$ cat src/rtl/conv_seq_ctrl.sv
// Streams input then weight words from word memory into conv_top and writes results back.
// Latency: start -> first read +1, read -> conv word +1; no backpressure (engine must accept every word).
module conv_seq_ctrl #(
  parameter int DATA_W  = 32,
  parameter int ADDR_W  = 16,
  parameter int LEN_W   = 12,
  parameter int TIMEOUT = 65535
) (
  input  logic              clk,
  input  logic              rst_n,
  input  logic              cfg_start,
  input  logic [ADDR_W-1:0] cfg_in_base,
  input  logic [LEN_W-1:0]  cfg_in_len,
  input  logic [ADDR_W-1:0] cfg_wt_base,
  input  logic [LEN_W-1:0]  cfg_wt_len,
  input  logic [ADDR_W-1:0] cfg_out_base,
  output logic              rd_en,
  output logic [ADDR_W-1:0] rd_addr,
  input  logic [DATA_W-1:0] rd_data,
  output logic              conv_start,
  output logic [DATA_W-1:0] conv_data,
  output logic              conv_valid,
  output logic              conv_dtype,
  input  logic [DATA_W-1:0] conv_odata,
  input  logic              conv_ovalid,
  input  logic              conv_finish,
  output logic              wr_en,
  output logic [ADDR_W-1:0] wr_addr,
  output logic [DATA_W-1:0] wr_data,
  output logic              busy,
  output logic              done,
  output logic              err,
  output logic [LEN_W-1:0]  out_cnt
);

  localparam int TMO_W = (TIMEOUT < 2) ? 1 : $clog2(TIMEOUT);
  localparam logic [TMO_W-1:0]  TMO_LAST = TMO_W'(TIMEOUT - 1);
  localparam logic [TMO_W-1:0]  TMO_ONE  = TMO_W'(1);
  localparam logic [ADDR_W-1:0] ADDR_ONE = ADDR_W'(1);
  localparam logic [LEN_W-1:0]  LEN_ONE  = LEN_W'(1);
  localparam logic [LEN_W-1:0]  CNT_MAX  = '1;

  typedef enum logic [2:0] {
    S_IDLE, S_LOAD_IN, S_LOAD_WT, S_DRAIN, S_RUN
  } state_t;

  state_t            state_q, state_d;
  logic [ADDR_W-1:0] wt_base_q, wt_base_d;
  logic [LEN_W-1:0]  wt_len_q, wt_len_d;
  logic [ADDR_W-1:0] out_base_q, out_base_d;
  logic [LEN_W-1:0]  rem_q, rem_d;
  logic              rd_en_q, rd_en_d;
  logic [ADDR_W-1:0] rd_addr_q, rd_addr_d;
  logic              rd_phase_q, rd_phase_d;
  logic              conv_valid_q, conv_valid_d;
  logic              conv_dtype_q, conv_dtype_d;
  logic              busy_q, busy_d;
  logic              done_q, done_d;
  logic              err_q, err_d;
  logic [LEN_W-1:0]  out_cnt_q, out_cnt_d;
  logic [ADDR_W-1:0] wr_ofs_q, wr_ofs_d;
  logic [TMO_W-1:0]  tmo_q, tmo_d;

  // Write-back is open in every busy state, so results may overlap the load.
  assign wr_en      = conv_ovalid & busy_q;
  assign wr_addr    = out_base_q + wr_ofs_q;
  assign wr_data    = conv_odata;
  assign conv_data  = rd_data;
  assign rd_en      = rd_en_q;
  assign rd_addr    = rd_addr_q;
  assign conv_valid = conv_valid_q;
  assign conv_start = conv_valid_q;
  assign conv_dtype = conv_dtype_q;
  assign busy       = busy_q;
  assign done       = done_q;
  assign err        = err_q;
  assign out_cnt    = out_cnt_q;

  always_comb begin
    state_d      = state_q;
    wt_base_d    = wt_base_q;
    wt_len_d     = wt_len_q;
    out_base_d   = out_base_q;
    rem_d        = rem_q;
    rd_en_d      = 1'b0;
    rd_addr_d    = rd_addr_q;
    rd_phase_d   = rd_phase_q;
    conv_valid_d = rd_en_q;
    conv_dtype_d = rd_en_q & rd_phase_q;
    busy_d       = busy_q;
    done_d       = 1'b0;
    err_d        = err_q;
    out_cnt_d    = out_cnt_q;
    wr_ofs_d     = wr_ofs_q;
    tmo_d        = tmo_q;

    // The result address keeps advancing after the count saturates.
    if (wr_en) begin
      wr_ofs_d  = wr_ofs_q + ADDR_ONE;
      out_cnt_d = (out_cnt_q == CNT_MAX) ? out_cnt_q : out_cnt_q + LEN_ONE;
    end

    case (state_q)
      S_IDLE: begin
        if (cfg_start) begin
          wt_base_d  = cfg_wt_base;
          wt_len_d   = cfg_wt_len;
          out_base_d = cfg_out_base;
          out_cnt_d  = '0;
          wr_ofs_d   = '0;
          err_d      = 1'b0;
          busy_d     = 1'b1;
          tmo_d      = '0;
          if (cfg_in_len != '0) begin
            state_d    = S_LOAD_IN;
            rd_en_d    = 1'b1;
            rd_addr_d  = cfg_in_base;
            rem_d      = cfg_in_len - LEN_ONE;
            rd_phase_d = 1'b0;
          end else if (cfg_wt_len != '0) begin
            state_d    = S_LOAD_WT;
            rd_en_d    = 1'b1;
            rd_addr_d  = cfg_wt_base;
            rem_d      = cfg_wt_len - LEN_ONE;
            rd_phase_d = 1'b1;
          end else begin
            state_d = S_DRAIN;
          end
        end
      end
      S_LOAD_IN: begin
        if (rem_q == '0) begin
          if (wt_len_q != '0) begin
            state_d    = S_LOAD_WT;
            rd_en_d    = 1'b1;
            rd_addr_d  = wt_base_q;
            rem_d      = wt_len_q - LEN_ONE;
            rd_phase_d = 1'b1;
          end else begin
            state_d = S_DRAIN;
          end
        end else begin
          rd_en_d   = 1'b1;
          rd_addr_d = rd_addr_q + ADDR_ONE;
          rem_d     = rem_q - LEN_ONE;
        end
      end
      S_LOAD_WT: begin
        if (rem_q == '0) begin
          state_d = S_DRAIN;
        end else begin
          rd_en_d   = 1'b1;
          rd_addr_d = rd_addr_q + ADDR_ONE;
          rem_d     = rem_q - LEN_ONE;
        end
      end
      S_DRAIN: begin
        state_d = S_RUN;
        tmo_d   = '0;
      end
      S_RUN: begin
        // A finish on the last allowed cycle still counts as a clean completion.
        if (conv_finish) begin
          state_d = S_IDLE;
          done_d  = 1'b1;
          busy_d  = 1'b0;
        end else if (tmo_q == TMO_LAST) begin
          state_d = S_IDLE;
          done_d  = 1'b1;
          err_d   = 1'b1;
          busy_d  = 1'b0;
        end else begin
          tmo_d = tmo_q + TMO_ONE;
        end
      end
      default: begin
        state_d = S_IDLE;
        busy_d  = 1'b0;
      end
    endcase
  end

  always_ff @(posedge clk or negedge rst_n) begin
    if (!rst_n) begin
      state_q      <= S_IDLE;
      wt_base_q    <= '0;
      wt_len_q     <= '0;
      out_base_q   <= '0;
      rem_q        <= '0;
      rd_en_q      <= 1'b0;
      rd_addr_q    <= '0;
      rd_phase_q   <= 1'b0;
      conv_valid_q <= 1'b0;
      conv_dtype_q <= 1'b0;
      busy_q       <= 1'b0;
      done_q       <= 1'b0;
      err_q        <= 1'b0;
      out_cnt_q    <= '0;
      wr_ofs_q     <= '0;
      tmo_q        <= '0;
    end else begin
      state_q      <= state_d;
      wt_base_q    <= wt_base_d;
      wt_len_q     <= wt_len_d;
      out_base_q   <= out_base_d;
      rem_q        <= rem_d;
      rd_en_q      <= rd_en_d;
      rd_addr_q    <= rd_addr_d;
      rd_phase_q   <= rd_phase_d;
      conv_valid_q <= conv_valid_d;
      conv_dtype_q <= conv_dtype_d;
      busy_q       <= busy_d;
      done_q       <= done_d;
      err_q        <= err_d;
      out_cnt_q    <= out_cnt_d;
      wr_ofs_q     <= wr_ofs_d;
      tmo_q        <= tmo_d;
    end
  end

endmodule
$ cat config.mk
export PLATFORM = sky130hd
export DESIGN_NAME = conv_seq_ctrl
export DESIGN_NICKNAME = d
export VERILOG_FILES = /design/src/rtl/conv_seq_ctrl.sv
export SDC_FILE = /design/constraint.sdc
export NUM_CORES = 1
export LEC_CHECK = 0
export BUFFER_PORTS_ARGS = -buffer_cell sky130_fd_sc_hd__buf_4
export CORE_MARGIN = 3
export CORE_UTILIZATION = 54
export CTS_BUF_LIST = sky130_fd_sc_hd__clkbuf_8
export CTS_CLUSTER_DIAMETER = 200
export DETAILED_ROUTE_END_ITERATION = 6
export GPL_TIMING_DRIVEN = 0
export PLACE_DENSITY = 0.84
export SYNTH_ARGS = -nofsm -noshare
export SYNTH_HDL_FRONTEND = slang
export SYNTH_SLANG_ARGS = --single-unit
$ cat constraint.sdc
create_clock -name clk -period 3.32 [get_ports clk]
set_clock_uncertainty 0.05 [all_clocks]
set_input_delay 0.498 -clock clk [delete_from_list [all_inputs] [get_ports clk]]
set_output_delay 0.498 -clock clk [all_outputs]
set_load 0.05 [all_outputs]
==> results by group, run 1 <==
Timing
  – Worst hold margin: a little over 200 ps
  – Final worst path period share: 0.998
  – Slew @ Worst Pin: 946 ps
  – Final hold violations: 0
  – Slew margin rel.: 0.369
  – Final critical-path required period: approximately 3300 ps
  – Setup violators final: 0
  – Setup TNS: 0 ps
  – Final Max Slew Viols: 0
  – Fmax: between 300 and 400 MHz

CTS
  – CTS tree: built
  – CTS Buf Count: 17
  – CTS sink count: 126
  – Clk slew on worst S/H paths: about 80 ps
  – H-tree depth reported by CTS: 4
  – Max clock buf depth: 2
  – Clock Latency Late Sink: between 400 and 500 ps
  – Root buf cell: clkbuf_8

Cells and area
  – Final nets: between 1k and 1.5k
  – Layout area overhead: 29.1%
  – Commonest non-fill, non-tap cell in the layout: buf_4
  – Most frequent cells in the layout: buf_4, dfrtp_1, nor2_1
  – Share of layout cells above drive strength 1: 0.330
  – ANT cells: 0

Pwr
  – Seq pwr share: 0.307
  – Total internal power: roughly 0.0046 W
  – Static leakage: between 4 and 5 nW
  – Sw Ratio: 0.453
  – Power density cells: around 800 nW/um2
  – Clock power share: 0.187
  – NetSw: 0.00384 W
  – Comb pwr share: 0.507
  – VDD IR-drop max: 0.729 mV

Route
  – Drt initial violations: between 700 and 800
  – Vias: just over 8k
  – Routed wire per std cell: about 18 um
  – Final ANT Viol Nets: 0
  – DRC: 0
  – TritonRoute pass-1 iters: 5
  – DR vias/cell: just under 6
  – Total Wirelength: about 24000 um

Global routing
  – Global Route Usage Sum: 0.273
  – Vias in the first global route: 7393
  – Initial antenna violation count: 0
  – Gr ovfl total: 0
  – Largest net degree at the start of global routing: slightly below 100
  – First-pass GRT wire length: 36500 um

Worst setup path
  – CP Max Fanout: 5
  – CP Class: reg2out
  – Arrival time at the worst endpoint: approximately 2800 ps
  – Worst reg-to-reg setup slack: roughly 240 ps
  – Crit end category: primary output
  – WP data required: about 2800 ps
  – Critical path startpoint category: flip-flop

Die
  – Die X-Extent: roughly 130 um
  – Core footprint: 14700 um2
  – Die height: between 100 and 150 um
  – DIE AREA: roughly 17000 um2
  – Row cnt: 44
  – Num ports: about 260
  – Initial Util: 0.560

Synth
  – Net Count, Synth: between 1k and 1.5k
  – Cell Area, Synth: 8230 um2
  – Yosys cell types: 72
  – Ys async rst share: 1.00
  – Number of flops mapped to enable cells by yosys: 0
  – Largest cells by area after synthesis: dfrtp_1, buf_4, mux2_2, nor2_1, xor2_1
  – Synth Instances: between 900 and 1k
  – Largest area contributor in the netlist: dfrtp_1
  – Syn Area/Cell: 8.87 um2
  – Post-synth top area share: 0.383
  – Top FF cell, synth: dfrtp_1
  – Register area share after synthesis: 0.383
  – Yosys warning count: 0
  – Yosys reg bits: roughly 130

Placed design
  – Number of port buffers: 192
  – RePlAce Congestion: 0.944
  – Detail Placement HPWL: approximately 17000 um

Worst hold path
  – HP Class: in2reg

Outcome
  – Status: finished clean

Flow run
  – MaxCap Viol Count: 0
[cells in the mapped netlist, types with 6 or more instances]
master	instances
nor2_1	96
clkbuf_1	26
o21ai_0	54
a211o_1	7
nand2_1	80
nor4_1	16
buf_4	66
o22ai_1	8
a31oi_1	6
buf_2	9
ha_1	23
nor3b_1	7
nand4_1	17
dfrtp_1	126
nor3_1	27
mux2_2	44
xor2_1	38
or3_1	9
nand3_1	29
inv_1	22
and3_1	11
a211oi_1	10
a221oi_1	6
a21oi_1	61
and2_1	6
xnor2_1	22
[worst paths after layout]
kind | startpoint | end | depth (start not counted)
worst max-delay path | wr_ofs_q[6] | wr_addr[10] | 10
worst min-delay path | cfg_out_base[1] | out_base_q[1] | 3
worst max register to register | wt_len_q[0] | rem_q[7] | 11
worst min register to register | rd_en | conv_start | 0
max in group asynchronous | rst_n | wr_ofs_q[12] | 3
min in group asynchronous | rst_n | wt_base_q[13] | 2
[sequential cells by signal, summed over array words and instances (netlist names), 3 cells and up]
register    count
out_base_q     16
state_q         3
wt_len_q       12
rd_addr        16
wr_ofs_q       16
out_cnt        12
rem_q          12
wt_base_q      16
tmo_q          16
[power groups by stage]
stage,Clock [W],Sequential [W],Combinational [W]
6_report,0.00159,0.00260,0.00430
5_1_grt,0.00168,0.00267,0.00460
4_1_cts,0.00161,0.00258,0.00417
3_5_place_dp,0,0.00260,0.00407
3_3_place_gp,0,0.00258,0.00398
2_1_floorplan,0,0.00293,0.00251
[area by class of cell]
type,count,area (um2)
timing repair buffer,207,1580
multi-input combinational,675,4450
inverter,23,86.3
tap,184,230
clock buffer,21,289
sequential,126,3150
fill,1178,4070
buffer,104,652
clock inverter,11,186
[timing repair]
action                                 CTS  global route
gates cloned                             0             0
endpoints found under the hold margin   30             0
setup endpoints to repair                7             7
hold buffers                             1             0
setup buffers                            7             6
pin swaps                                6             6
gates resized for setup                 11            12
[worst max-delay path, stage by stage (launching register included)]
cell and delay (ps):
dfrtp_1 430, ha_2 420, o21ai_1 160, a211oi_2 330, o31ai_4 120, buf_4 150, buf_4 120, buf_4 120
nand2_1 90, xor2_1 160, buf_4 220
[through the flow]
step	util	area, um2	setup WS, ps	instances	total power, W
floorplan	-	8230	246	928	0.00544
global placement	0.674	9900	-961	1304	0.00655
detailed placement	0.676	9940	-936	1305	0.00667
CTS	0.716	10500	-9.51	1345	0.00835
global route	0.723	10600	-46.2	1351	0.00895
finish	0.723	10600	4.98	1351	0.00849
[cells by family (layout without fill, tap and decap cells)]
kind of cell	Yosys count	count (layout)	synth area share
mux	48	48	0.0650
simple gates	336	336	0.203
buf+inv	127	366	0.0894
flops	126	126	0.383
fa+ha+maj	24	24	0.0374
compound gates	207	207	0.159
xor+xnor	60	60	0.0638
[metal layers]
layer	up-vias	global-route usage	wire, um
met5	-	0.0147	29
met4	2	0.0807	458
met3	47	0.0738	2390
met2	460	0.434	11100
met1	3799	0.369	9770
li1	3733	-	-
Note: power is estimated with default switching activity, not from simulation.
==> inputs of run 2 (changes only) <==
--- a/config.mk
+++ b/config.mk
@@ -7,12 +7,13 @@
 export LEC_CHECK = 0
 export BUFFER_PORTS_ARGS = -buffer_cell sky130_fd_sc_hd__buf_4
 export CORE_MARGIN = 3
-export CORE_UTILIZATION = 54
+export CORE_UTILIZATION = 30
 export CTS_BUF_LIST = sky130_fd_sc_hd__clkbuf_8
 export CTS_CLUSTER_DIAMETER = 200
 export DETAILED_ROUTE_END_ITERATION = 6
 export GPL_TIMING_DRIVEN = 0
-export PLACE_DENSITY = 0.84
+export PLACE_DENSITY = 0.52
 export SYNTH_ARGS = -nofsm -noshare
 export SYNTH_HDL_FRONTEND = slang
 export SYNTH_SLANG_ARGS = --single-unit
+export TNS_END_PERCENT = 10
==> run 2 against run 1 <==
Effect of this change: worst setup slack better by 9.7 ps; combinational power down 1%; sequential cell count unchanged; sequential share of layout area down 0.29 points; cell count up 11%; hold slack better by 12 ps; clock power down 9%; maximum frequency up 0.29%.
==> results by group, run 2 (synthesis results as in run 1) <==
Outcome
  – Status: finished clean (unchanged)

Die
  – DIE AREA: 29500 um2 (was 16800 um2)
  – Die height: 172 um (was 129 um)
  – Row cnt: 60 (was 44)
  – Core footprint: 27000 um2 (was 14700 um2)
  – Die X-Extent: 172 um (was 129 um)
  – Num ports: 257 (unchanged)
  – Initial Util: 0.305 (was 0.560)

CTS
  – Root buf cell: clkbuf_8 (unchanged)
  – Clk slew on worst S/H paths: 80 ps (about the same)
  – CTS Buf Count: 17 (unchanged)
  – H-tree depth reported by CTS: 4 (unchanged)
  – CTS sink count: 126 (unchanged)
  – Clock Latency Late Sink: 450 ps (was 460 ps)
  – Max clock buf depth: 2 (unchanged)
  – CTS tree: built (unchanged)

Placed design
  – RePlAce Congestion: 0.854 (was 0.944)
  – Number of port buffers: 192 (unchanged)
  – Detail Placement HPWL: 19000 um (was 17100 um)

Worst setup path
  – WP data required: 2770 ps (about the same)
  – Critical path startpoint category: flip-flop (unchanged)
  – CP Buf/Inv Count: 2 (was 4)
  – Reg2Reg Depth: 10 (was 11)
  – Levels on crit path: 10 (unchanged)
  – CP max stage cell: dfrtp_2 (was dfrtp_1)
  – CP Max Fanout: 2 (was 5)
  – Crit end category: primary output (unchanged)
  – Max stage delay on crit path: 440 ps (was 430 ps)
  – Crit path max-delay family: compound AO/OA/AOI/OAI gates (unchanged)
  – Arrival time at the worst endpoint: 2760 ps (was 2770 ps)
  – CP Cell Sequence: ha_4 -> inv_2 -> fa_2 -> nor2b_2 -> o31a_1 -> o31ai_4 -> a31oi_2 -> or4_1 -> nand4_1 -> buf_6 (was ha_2 -> o21ai_1 -> a211oi_2 -> o31ai_4 -> buf_4 -> buf_4 -> buf_4 -> nand2_1 -> xor2_1 -> buf_4)
  – CP Class: reg2out (unchanged)

Pwr
  – Static leakage: 4.85 nW (was 4.90 nW)
  – VDD IR-drop max: 0.549 mV (was 0.729 mV)
  – PnR Total Power: 0.00827 W (was 0.00849 W)
  – Power density cells: 769 nW/um2 (was 798 nW/um2)

Cells and area
  – Fin util: 0.399 (was 0.723)
  – Layout area overhead: 30.5% (was 29.1%)
  – Commonest non-fill, non-tap cell in the layout: buf_4 (unchanged)
  – Final nets: 1316 (was 1319)
  – Share of layout cells above drive strength 1: 0.332 (was 0.330)
  – ANT cells: 0 (unchanged)
  – Most frequent cells in the layout: buf_4, dfrtp_1, nor2_1 (unchanged)

Worst hold path
  – HP Class: in2reg (unchanged)
  – Hold Path Depth: 3 (unchanged)

Global routing
  – Gr ovfl total: 0 (unchanged)
  – Vias in the first global route: 7184 (was 7393)
  – Initial antenna violation count: 2 (was 0)
  – Largest net degree at the start of global routing: 81 (was 97)
  – First-pass GRT wire length: 38600 um (was 36500 um)
  – Global Route Usage Sum: 0.166 (was 0.273)

Timing
  – Setup violators final: 0 (unchanged)
  – Fmax: 303 MHz (was 302 MHz)
  – Final Max Slew Viols: 0 (unchanged)
  – Final hold violations: 0 (unchanged)
  – Final worst path period share: 0.996 (was 0.998)
  – RSZ-0062 raised after global routing: true
  – Slew @ Worst Pin: 854 ps (was 946 ps)
  – Final critical-path required period: 3310 ps (was 3320 ps)
  – Slew margin rel.: 0.431 (was 0.369)

Route
  – Drt initial violations: 508 (was 764)
  – DR vias/cell: 5.12 (was 5.95)
  – Vias: 7711 (was 8041)
  – Final ANT Viol Nets: 0 (unchanged)
  – DRC: 0 (unchanged)
  – TritonRoute pass-1 iters: 6 (was 5)
  – Routed wire per std cell: 17.0 um (was 17.6 um)
  – Total Wirelength: 25500 um (was 23800 um)

Flow run
  – MaxCap Viol Count: 0 (unchanged)
run 2: repair_timing:
action / 4_1_cts / 5_1_grt
pin swaps: 6 / 5
buffers inserted: 6 / 4
hold buffers: 1 / 0
gates cloned: 0 / 0
gates resized for setup: 10 / 14
setup endpoints to repair: 8 / 20
endpoints found under the hold margin: 46 / 0
run 2: stage by stage:
step,setup TNS [ps],cells,hold slack [ps],setup slack [ps],instance area (um2)
4_1_cts,-68.3,1501,196,-38.8,10600
6_report,0,1505,214,14.7,10700
3_3_place_gp,-3730,1461,332,-884,10100
3_5_place_dp,-3820,1462,337,-925,10100
2_1_floorplan,0,928,152,246,8230
5_1_grt,-233,1505,186,-122,10700
run 2: layout make-up:
cell class | count | area, um2
flip-flops and latches | 126 | 3160
clock buffers | 18 | 248
repair buffers | 204 | 1560
plain buffers | 104 | 654
multi-input cells | 675 | 4450
fillers | 2773 | 16200
inverters | 23 | 86.3
clock inverters | 14 | 166
well taps | 341 | 427
run 2: final timing paths:
path	from	slack [ps]	endpoint
max	wr_ofs_q[0]	10	wr_addr[14]
min	cfg_out_base[1]	210	out_base_q[1]
max reg2reg	wt_len_q[0]	160	rem_q[11]
min reg2reg	rd_en	350	conv_start
max in group asynchronous	rst_n	1930	wr_ofs_q[1]
min in group asynchronous	rst_n	470	wt_base_q[13]
run 2: metal layers:
layer / track usage / vias to the layer above / wire, um / part of all wire
li1: - / 3714 / - / -
met1: 0.234 / 3690 / 11900 / 0.47
met2: 0.256 / 284 / 11300 / 0.44
met3: 0.0414 / 19 / 2040 / 0.080
met4: 0.0406 / 4 / 233 / 0.0091
met5: 0 / - / 40 / 0.0016
run 2: where the power goes:
part,internal [W],switching [W]
clock,0.000761,0.000680
sequential,0.00206,0.000515
combinational,0.00160,0.00265
total,0.00442,0.00384
run 2: worst register-to-register path, cell delays in order, from the launching register on:
cell,delay (ps)
dfrtp_1,400
inv_1,110
ha_1,180
or3b_2,440
clkbuf_1,240
nor4_2,400
nand2b_1,190
and3_1,210
inv_2,120
clkbuf_1,370
o22a_1,330
